`src/rtl/counter_sequencer.sv`:
```
// counter_sequencer
//   Start/stop/pause controller around an owned WIDTH-bit up-counter with
//   periodic or one-shot terminal-count behaviour. One instance per timer
//   channel.
//   Optional feature macro: COUNTER_PRESCALE_EN adds the i_cfg_prescale port
//   and an internal tick divider; without it every RUN clock is a tick.
//
//   state  | meaning
//   -------+-----------------------------------------------------------
//   S_IDLE | stopped, count held at 0, waiting for start
//   S_RUN  | counting on each tick toward limit_q
//   S_HOLD | paused, count and prescale divider frozen
//   S_DONE | one-shot finished, count holds limit_q until next start
module counter_sequencer #(
  parameter int WIDTH      = 4,
  parameter int PRESCALE_W = 4
) (
  input  logic                  i_clk,
  input  logic                  i_rst,
  input  logic                  i_start,
  input  logic                  i_stop,
  input  logic                  i_pause,
  input  logic                  i_cfg_periodic,
  input  logic [WIDTH-1:0]      i_cfg_limit,
`ifdef COUNTER_PRESCALE_EN
  input  logic [PRESCALE_W-1:0] i_cfg_prescale,
`endif
  output logic [WIDTH-1:0]      o_count,
  output logic                  o_busy,
  output logic                  o_done,
  output logic                  o_tc_pulse
);

  typedef enum logic [1:0] {
    S_IDLE = 2'd0,
    S_RUN  = 2'd1,
    S_HOLD = 2'd2,
    S_DONE = 2'd3
  } state_t;

  state_t           r_state;
  state_t           w_state_nxt;
  logic [WIDTH-1:0] r_count;
  logic [WIDTH-1:0] w_count_nxt;
  logic [WIDTH-1:0] r_limit;
  logic [WIDTH-1:0] w_limit_nxt;
  logic             r_tc;
  logic             w_tc_nxt;
  logic             w_tick;

`ifdef COUNTER_PRESCALE_EN
  logic [PRESCALE_W-1:0] r_pre;
  logic [PRESCALE_W-1:0] w_pre_nxt;

  assign w_tick = (r_pre == i_cfg_prescale);

  // Divider advances only while counting; frozen on the pause edge and in HOLD,
  // cleared on stop and whenever the FSM sits in IDLE or DONE.
  always_comb begin
    w_pre_nxt = '0;
    if (!i_stop) begin
      if (r_state == S_HOLD) begin
        w_pre_nxt = r_pre;
      end else if (r_state == S_RUN) begin
        if (i_pause) begin
          w_pre_nxt = r_pre;
        end else if (w_tick) begin
          w_pre_nxt = '0;
        end else begin
          w_pre_nxt = r_pre + PRESCALE_W'(1);
        end
      end
    end
  end

  // Prescale divider register.
  always_ff @(posedge i_clk or negedge i_rst) begin
    if (!i_rst) begin
      r_pre <= '0;
    end else begin
      r_pre <= w_pre_nxt;
    end
  end
`else
  // No divider: every RUN clock is a tick (constant true for any legal width).
  assign w_tick = (PRESCALE_W > 0);
`endif

  // Next-state, counter and terminal-count decode; priority stop > start > pause > tick.
  always_comb begin
    w_state_nxt = r_state;
    w_count_nxt = r_count;
    w_limit_nxt = r_limit;
    w_tc_nxt    = 1'b0;
    if (i_stop) begin
      w_state_nxt = S_IDLE;
      w_count_nxt = '0;
    end else begin
      case (r_state)
        S_IDLE: begin
          w_count_nxt = '0;
          if (i_start) begin
            w_state_nxt = S_RUN;
            w_limit_nxt = i_cfg_limit;
          end
        end
        S_RUN: begin
          if (i_pause) begin
            w_state_nxt = S_HOLD;
          end else if (w_tick) begin
            if (r_count != r_limit) begin
              w_count_nxt = r_count + WIDTH'(1);
            end else if (i_cfg_periodic) begin
              w_count_nxt = '0;
              w_tc_nxt    = 1'b1;
            end else begin
              w_state_nxt = S_DONE;
              w_tc_nxt    = 1'b1;
            end
          end
        end
        S_HOLD: begin
          if (!i_pause) begin
            w_state_nxt = S_RUN;
          end
        end
        S_DONE: begin
          if (i_start) begin
            w_state_nxt = S_RUN;
            w_count_nxt = '0;
            w_limit_nxt = i_cfg_limit;
          end
        end
        default: begin
          w_state_nxt = S_IDLE;
          w_count_nxt = '0;
        end
      endcase
    end
  end

  // State, counter, latched limit and terminal-count pulse registers.
  always_ff @(posedge i_clk or negedge i_rst) begin
    if (!i_rst) begin
      r_state <= S_IDLE;
      r_count <= '0;
      r_limit <= '0;
      r_tc    <= 1'b0;
    end else begin
      r_state <= w_state_nxt;
      r_count <= w_count_nxt;
      r_limit <= w_limit_nxt;
      r_tc    <= w_tc_nxt;
    end
  end

  assign o_count    = r_count;
  assign o_busy     = (r_state == S_RUN) || (r_state == S_HOLD);
  assign o_done     = (r_state == S_DONE);
  assign o_tc_pulse = r_tc;

endmodule

```
`config.mk`:
```
export PLATFORM = sky130hd
export DESIGN_NAME = counter_sequencer
export DESIGN_NICKNAME = d
export VERILOG_FILES = /design/src/rtl/counter_sequencer.sv
export SDC_FILE = /design/constraint.sdc
export NUM_CORES = 1
export LEC_CHECK = 0
export ABC_AREA = 0
export ABC_CLOCK_PERIOD_IN_PS = 3000
export BUFFER_PORTS_ARGS = -buffer_cell sky130_fd_sc_hd__buf_2
export CAP_MARGIN = 0
export CORE_ASPECT_RATIO = 0.9
export CORE_MARGIN = 2
export CORE_UTILIZATION = 45
export CTS_CLUSTER_DIAMETER = 100
export DETAILED_ROUTE_END_ITERATION = 7
export GPL_ROUTABILITY_DRIVEN = 0
export PLACE_DENSITY = 0.67
export SLEW_MARGIN = 30
export SYNTH_ARGS = -nofsm -noshare
export SYNTH_HDL_FRONTEND = slang
export SYNTH_SLANG_ARGS = --single-unit
```
`constraint.sdc`:
```
create_clock -name i_clk -period 3 [get_ports i_clk]
set_input_delay 0.3 -clock i_clk [delete_from_list [all_inputs] [get_ports i_clk]]
set_output_delay 0.3 -clock i_clk [all_outputs]
set_load 0.005 [all_outputs]
```
==> metrics.txt, run 1 <==
H-tree depth=1; I/O pins=17; cell family with most CP delay=simple AND/OR/NAND/NOR gates; Primary FF master, synth=dfrtp_1; share of layout cells above drive strength 1=a little under two fifths; Clock transition at path regs=approximately 70 ps; Rows=13; P per Cell Area=slightly below 800 nW/um^2; reg-to-reg critical path endpoint=r_limit[1]; Fill cells=~130; router iterations before antenna repair=4; die height=around 40 um; DR iter-0 viols=4; Starting Density=46.78%; final critical-path required period=about 1900 ps; Crit path largest cell delay=520 ps; final core area utilization=a little under three fifths; post-CTS setup buffer count=0; antenna-violating nets left=0; post-cts sizing count=0; post-synthesis register bit count=11; Max clock buf depth=2; Crit Path Class=flop to flop; CP Launch Type=flop; largest net degree at the start of global routing=12; total CTS buffers=3; number of global-route vias before repair=around 410; RSZ-0062 raised after global routing=no; core box area=between 1000 and 1500 um^2; Final Skew=approximately 0.88 ps; Max Cap Violations=0; hold worst-path end=r_limit[2]; leakage=~0.00038 uW; Sink Count=11; most common cell after layout, fill and taps aside=buf_2; final setup vio count=0; Nets=between 90 and 100; outcome=complete, no violations; FF-to-FF path depth=4; count of different cell masters after synthesis=22; Worst EP required=around 3200 ps; Post-synth EDFFs=0; Gate Count Post-Synth=57; Worst Path Buf+Inv=1; Final Cycle Share=between 60 and 70%; area delta synth->final=20.84%; synthesized cell area=between 600 and 700 um^2; Hold Path Stages=2; Crit-path slowest cell=nor3b_1; DR WL/cell=between 10 and 15 um; maximum clock frequency=between 500 and 600 MHz; R2R setup slack=~1100 ps; syn nets=between 70 and 80; Max IR drop VDD=around 0.56 mV; first-pass GRT wire length=about 1800 um; Hold Path Class=primary input to flop; Worst-Margin Slew=roughly 610 ps; clk root buf=clkbuf_4; Warnings, synthesis=0; CTS tree=built; sequential element share of the synthesized area=42.07%; slew margin rel.=about three fifths; Via Count=around 480; initial antenna violation count=0; FF-to-FF Start=r_state[0]; total negative slack=0 ps; CP endpoint kind=flop; most frequent cells in the layout=buf_2, dfrtp_1, ha_1; CP Cell Sequence=inv_1 > ha_1 > nor3b_1 > mux2_2; Horiz. Die Dim=around 44 um; ANT cells=0; Mapped Avg Cell Area=between 10 and 15 um^2; Congestion Overflow GR=0; I/O Buffers=16; DRC violations left=0; die area=around 1800 um^2; Routed Wire Length=1143 um; Clk Latency, worst-skew pair=~270 ps; Worst EP arrival=between 2000 and 2500 ps; Avg Vias per Cell=about 5; hold_sp=i_cfg_limit[2]; Slew Viols, Final=0; Detailed Place HPWL=932.6 um; Post-synth ARST share=100.0%; final hold viol count=0; crit path max fanout=5; total track usage=between 15 and 20%
[cells in the mapped netlist, types with 2 or more instances]
cell type,n,area share [%]
nor2_1,2,1.1
nand3_1,2,1.5
xnor2_1,4,5.4
inv_1,3,1.7
dfrtp_1,11,42
o21ai_0,3,2.3
nand2b_1,3,2.9
nor3b_1,2,2.3
o21ai_2,2,2.7
mux2_2,4,6.9
nand2_1,4,2.3
a21oi_1,2,1.5
ha_1,6,11
[stage by stage]
step	cell area, um^2	hold slack (ps)	total power [uW]	std cells	setup slack, ps
2_1_floorplan	654.4	4.409	443.2	57	1310
3_3_place_gp	753.2	180.7	504.4	88	1220
3_5_place_dp	753.2	176.6	514.3	88	1141
4_1_cts	790.8	249.1	618.2	93	1105
5_1_grt	790.8	241.6	660.5	93	1013
6_report	790.8	256.1	609.5	93	1139
[cell families after synthesis]
| group | after synthesis | synth area share (%) |
|---|---|---|
| AND/OR/NAND/NOR | 15 | 12.81 |
| AO/OA/AOI/OAI | 11 | 14.53 |
| flip-flops | 11 | 42.06 |
| multiplexers | 6 | 10.71 |
| adder cells (fa/ha/maj) | 6 | 11.47 |
| XOR/XNOR | 5 | 6.692 |
| buffers and inverters | 3 | 1.721 |
[registers in the layout, indices dropped and copies added, names as in the netlist]
register and flops:
o_tc_pulse 1, r_limit 4, o_count 4, r_state 2
[layer usage]
metal  vias up  track usage, %  part of all wire, %
met3         5           8.108                  6.8
met2        13           26.47                   46
met1       211           15.75                   45
met4         0           6.818                  1.4
li1        246               -                    -
met5         -               0                    0
[final cells by class]
cell class | count | area, um^2 | area share (%)
clock buffer | 3 | 22.52 | 2.848
clock inverter | 1 | 5.005 | 0.6329
inverter | 3 | 11.26 | 1.424
multi-input combinational | 43 | 367.9 | 46.52
sequential | 11 | 275.3 | 34.81
tap | 15 | 18.77 | 2.373
timing repair buffer | 17 | 90.09 | 11.39
[power breakdown]
part	switching (uW)	internal, uW	leakage [uW]
Sequential	37.4	193	0.000142
Clock	50.2	49.5	0.0000177
Combinational	137	143	0.000222
[what timing repair did]
action	CTS	global route
hold buffers	1	0
endpoints found under the setup margin	0	0
endpoints found under the hold margin	11	0
[how the worst max path moves through the flow]
| stage | depth (start not counted) | endpoint | startpoint | slack, ps |
|---|---|---|---|---|
| 2_1_floorplan | 4 | r_limit[0] | r_state[0] | 1310 |
| 3_3_place_gp | 4 | r_limit[0] | r_state[0] | 1220 |
| 3_5_place_dp | 4 | r_limit[1] | r_state[0] | 1140 |
| 4_1_cts | 4 | r_limit[1] | r_state[0] | 1110 |
| 5_1_grt | 4 | r_limit[3] | r_state[0] | 1010 |
| 6_report | 4 | r_limit[1] | r_state[0] | 1140 |
Note: power is estimated with default switching activity, not from simulation.
==> run 2, diff against run 1 <==
ABC_CLOCK_PERIOD_IN_PS = 1900   (was 3000)
clock period = 1.9 ns   (was 3 ns; I/O delays follow)
==> metrics.txt, run 2 (synthesis results as in run 1) <==
cell family with most CP delay=flip-flops; antenna-violating nets left=0; Comb power frac=~46%; Met3 Wirelength=roughly 67 um; number of global-route vias before repair=403; Avg Vias per Cell=5.064; Worst EP required=between 2000 and 2500 ps; Nets=96; DR iter-0 viols=4; post-cts sizing count=0; Crit path largest cell delay=440 ps; total track usage=14.51%; core box area=about 1400 um^2; Slew Viols, Final=0; CP Launch Type=flop; final critical-path required period=approximately 1700 ps; Sink Count=11; clk root buf=clkbuf_4; total CTS buffers=3; maximum clock frequency=between 600 and 700 MHz; Crit-path slowest cell=dfrtp_1; I/O Buffers=16; ANT cells=0; CP endpoint kind=flop; outcome=complete, no violations; first-pass GRT wire length=between 1500 and 2000 um; initial antenna violation count=0; Routed Wire Length=~1100 um; share of layout cells above drive strength 1=36.71%; H-tree depth=1; NetSw=~340 uW; dpl cell area=760.7 um^2; share of power burned in registers=38.1%; Final Skew=9.571 ps; CTS tree=built; met2 wire length=485 um; largest net degree at the start of global routing=12; Min Hold Slack=139.1 ps; final setup vio count=0; met1 wire length=between 500 and 600 um; Clock transition at path regs=~70 ps; Power Total=between 900 and 1000 uW; Worst Path Buf+Inv=2; uppermost routed layer=met4; Max clock buf depth=2; die height=about 40 um; Max Cap Violations=0; Worst EP arrival=about 1800 ps; Fill cells=129; crit path max fanout=5; Crit Path Class=flop to flop; area delta synth->final=21.80%; Hold Path Class=primary input to flop; most common cell after layout, fill and taps aside=buf_2; Worst-Margin Slew=258.0 ps; die area=1776 um^2; Clk pwr share=around 16%; CP Cell Sequence=inv_1 > ha_1 > nor3b_1 > buf_4 > mux2_2; Max IR drop VDD=0.6634 mV; final hold viol count=0; post-CTS setup buffer count=0; Horiz. Die Dim=around 44 um; most frequent cells in the layout=buf_2, dfrtp_1, ha_1; router iterations before antenna repair=2; total negative slack=0 ps; Int Power=between 600 and 700 uW; pre-CTS setup slack=around 260 ps; P per Cell Area=1206 nW/um^2; I/O pins=17; slew margin rel.=between 80 and 90%; DR WL/cell=11.50 um; leakage=~0.00038 uW; cts hold-fix bufs=1; sw frac=35.67%; Clk Latency, worst-skew pair=approximately 270 ps; Final Cell Area=797.0 um^2; Final Cycle Share=between 80 and 90%; Congestion Overflow GR=0; Via Count=roughly 480; DRC violations left=0; Starting Density=roughly 47%; Rows=13; RSZ-0062 raised after global routing=no; final worst slack=between 200 and 250 ps
[run 2: power groups by stage]
stage          Sequential [uW]  Combinational, uW  Clock (uW)
2_1_floorplan              359                341           0
3_3_place_gp               370                432           0
3_5_place_dp               371                440           0
4_1_cts                    366                444         163
5_1_grt                    375                494         180
6_report                   366                438         157
[run 2: layout make-up]
| type | instances | area, um^2 | share of cell area (%) |
|---|---|---|---|
| Multi-Input combinational cell | 43 | 367.9 | 46.15 |
| Sequential cell | 11 | 275.3 | 34.54 |
| Timing Repair Buffer | 18 | 97.59 | 12.24 |
| Clock buffer | 4 | 26.28 | 3.297 |
| Tap cell | 15 | 18.77 | 2.355 |
| Inverter | 3 | 11.26 | 1.413 |
[run 2: per-stage QoR]
| stage | cells | utilization [%] |
|---|---|---|
| finish | 94 | 56.98 |
| global route | 94 | 56.98 |
| global placement | 89 | 54.38 |
| floorplan | 57 | - |
| CTS | 94 | 56.98 |
| detailed placement | 89 | 54.38 |
[run 2: worst paths after layout]
kind | cells after the start | from | slack [ps] | end
max | 5 | r_state[0] | 250 | r_limit[3]
max reg2reg | 5 | r_state[0] | 250 | r_limit[3]
min reg2reg | 1 | r_limit[2] | 530 | r_limit[2]
max in group asynchronous | 2 | i_rst | 1390 | r_state[1]
min | 2 | i_pause | 140 | o_tc_pulse
min in group asynchronous | 2 | i_rst | 310 | o_count[3]
[run 2: routing by layer]
metal / vias up / track usage [%]
met5: - / 0
met4: 0 / 4.545
met3: 2 / 8.108
met2: 12 / 23.16
met1: 215 / 16.76
li1: 247 / -
==> run 3, diff against run 2 <==
ABC_CLOCK_PERIOD_IN_PS = 1600   (was 1900)
clock period = 1.6 ns   (was 1.9 ns; I/O delays follow)
==> metrics.txt, run 3 (synthesis results as in run 1) <==
outcome=complete, no violations; Congestion Overflow GR=0; Final Cycle Share=99.19%; most frequent cells in the layout=buf_2, dfrtp_1, buf_4; CTS tree=built; Sink Count=11; share of power burned in registers=a little under a third; final setup vio count=0; Worst EP arrival=about 1800 ps; Crit path largest cell delay=roughly 450 ps; Comb power frac=a little under three fifths; NetSw=533.2 uW; Slew Viols, Final=0; H-tree depth=1; cell family with most CP delay=compound AO/OA/AOI/OAI gates; Clk pwr share=roughly 14%; ANT cells=0; Final Cell Area=approximately 920 um^2; Clk Latency, worst-skew pair=270 ps; core box area=approximately 1400 um^2; Final Skew=just under 3 ps; Rows=13; leakage=about 0.00042 uW; Power Total=between 1000 and 1500 uW; crit path max fanout=4; I/O pins=17; dpl cell area=between 700 and 800 um^2; Crit Path Class=flop to flop; Hold Path Class=primary input to flop; total CTS buffers=3; DRC violations left=0; CP Launch Type=flop; FF-to-FF path depth=6; Avg Vias per Cell=5.242; CP Depth=6; total track usage=17.71%; Detailed Place HPWL=between 900 and 1000 um; Starting Density=roughly 47%; largest net degree at the start of global routing=12; Horiz. Die Dim=between 40 and 50 um; Placed Instances=93; CP Cell Sequence=ha_2 > nand2b_1 > o311a_4 > o32ai_4 > o21bai_1 > a21o_1; most common cell after layout, fill and taps aside=buf_2; Int Power=just under 900 uW; Crit-path slowest cell=dfrtp_2; P per Cell Area=around 1500 nW/um^2; slew margin rel.=about 82%; final hold viol count=0; area delta synth->final=40.15%; DR iter-0 viols=5; reg-to-reg critical path endpoint=o_count[2]; CP endpoint kind=flop; final critical-path required period=roughly 1600 ps; Clock transition at path regs=about 70 ps; Nets=a little over 100; FF-to-FF Start=r_state[0]; maximum clock frequency=between 600 and 700 MHz; Max Cap Violations=0; share of layout cells above drive strength 1=a little over half; Routed Wire Length=between 1000 and 1500 um; number of global-route vias before repair=between 400 and 500; Critical Path End=o_count[2]; Worst EP required=roughly 1800 ps; Max IR drop VDD=roughly 0.9 mV; I/O Buffers=16; Worst Path Buf+Inv=0; first-pass GRT wire length=approximately 2100 um; DR WL/cell=between 10 and 15 um; R2R setup slack=roughly 13 ps; Critical path origin=r_state[0]; sw frac=37.57%; initial antenna violation count=0; router iterations before antenna repair=4; antenna-violating nets left=0; die area=approximately 1800 um^2; Worst-Margin Slew=about 270 ps; Final Non-Filler Cells=99; die height=approximately 40 um; clk root buf=clkbuf_4; Via Count=slightly above 500; Max clock buf depth=2
## run 3: layout make-up
type,count,area [um^2]
Sequential cell,11,276.5
Tap cell,15,18.77
Fill cell,117,481.7
Multi-Input combinational cell,43,449.2
Clock buffer,4,26.28
Inverter,3,11.26
Timing Repair Buffer,23,135.1
## run 3: through the flow
step                      TNS, ps  hold slack [ps]  utilization [%]  setup slack [ps]
after CTS                       0            105.2            61.00             4.915
after global routing       -36.77            105.5            65.56            -23.36
final                           0            113.8            65.56             12.95
after detailed placement   -166.0            47.21            56.89            -44.15
after global placement     -167.7            42.16            56.89            -42.36
after floorplan                 0           -135.6                -             51.28
## run 3: repair_timing
item	4_1_cts	5_1_grt
hold endpoints to repair	11	0
pin swaps	1	4
resized for setup	3	11
setup buffers	0	1
endpoints found under the setup margin	4	10
hold buffers	1	0
## run 3: power by group through the flow
stage	logic (uW)	registers (uW)	clock network (uW)
floorplan	411	426	0
global placement	580	432	0
detailed placement	591	437	0
CTS	649	433	200
global route	844	464	214
finish	780	447	192
## run 3: routing by layer
metal / track usage, % / routed length [um] / part of all wire, %
met4: 6.818 / 32 / 2.2
met1: 21.31 / 637 / 45
met3: 6.757 / 83 / 5.8
met2: 29.04 / 670 / 47
met5: 0 / 0 / 0
## run 3: worst min-delay path by stage
stage,cells after the start,start,slack [ps],endpoint
floorplan,0,i_rst,-140,o_count[0]
global placement,1,i_rst,40,o_count[1]
detailed placement,1,i_rst,50,o_count[1]
CTS,2,i_cfg_limit[2],110,r_limit[2]
global route,2,i_cfg_limit[3],110,r_limit[3]
finish,2,i_cfg_limit[2],110,r_limit[2]
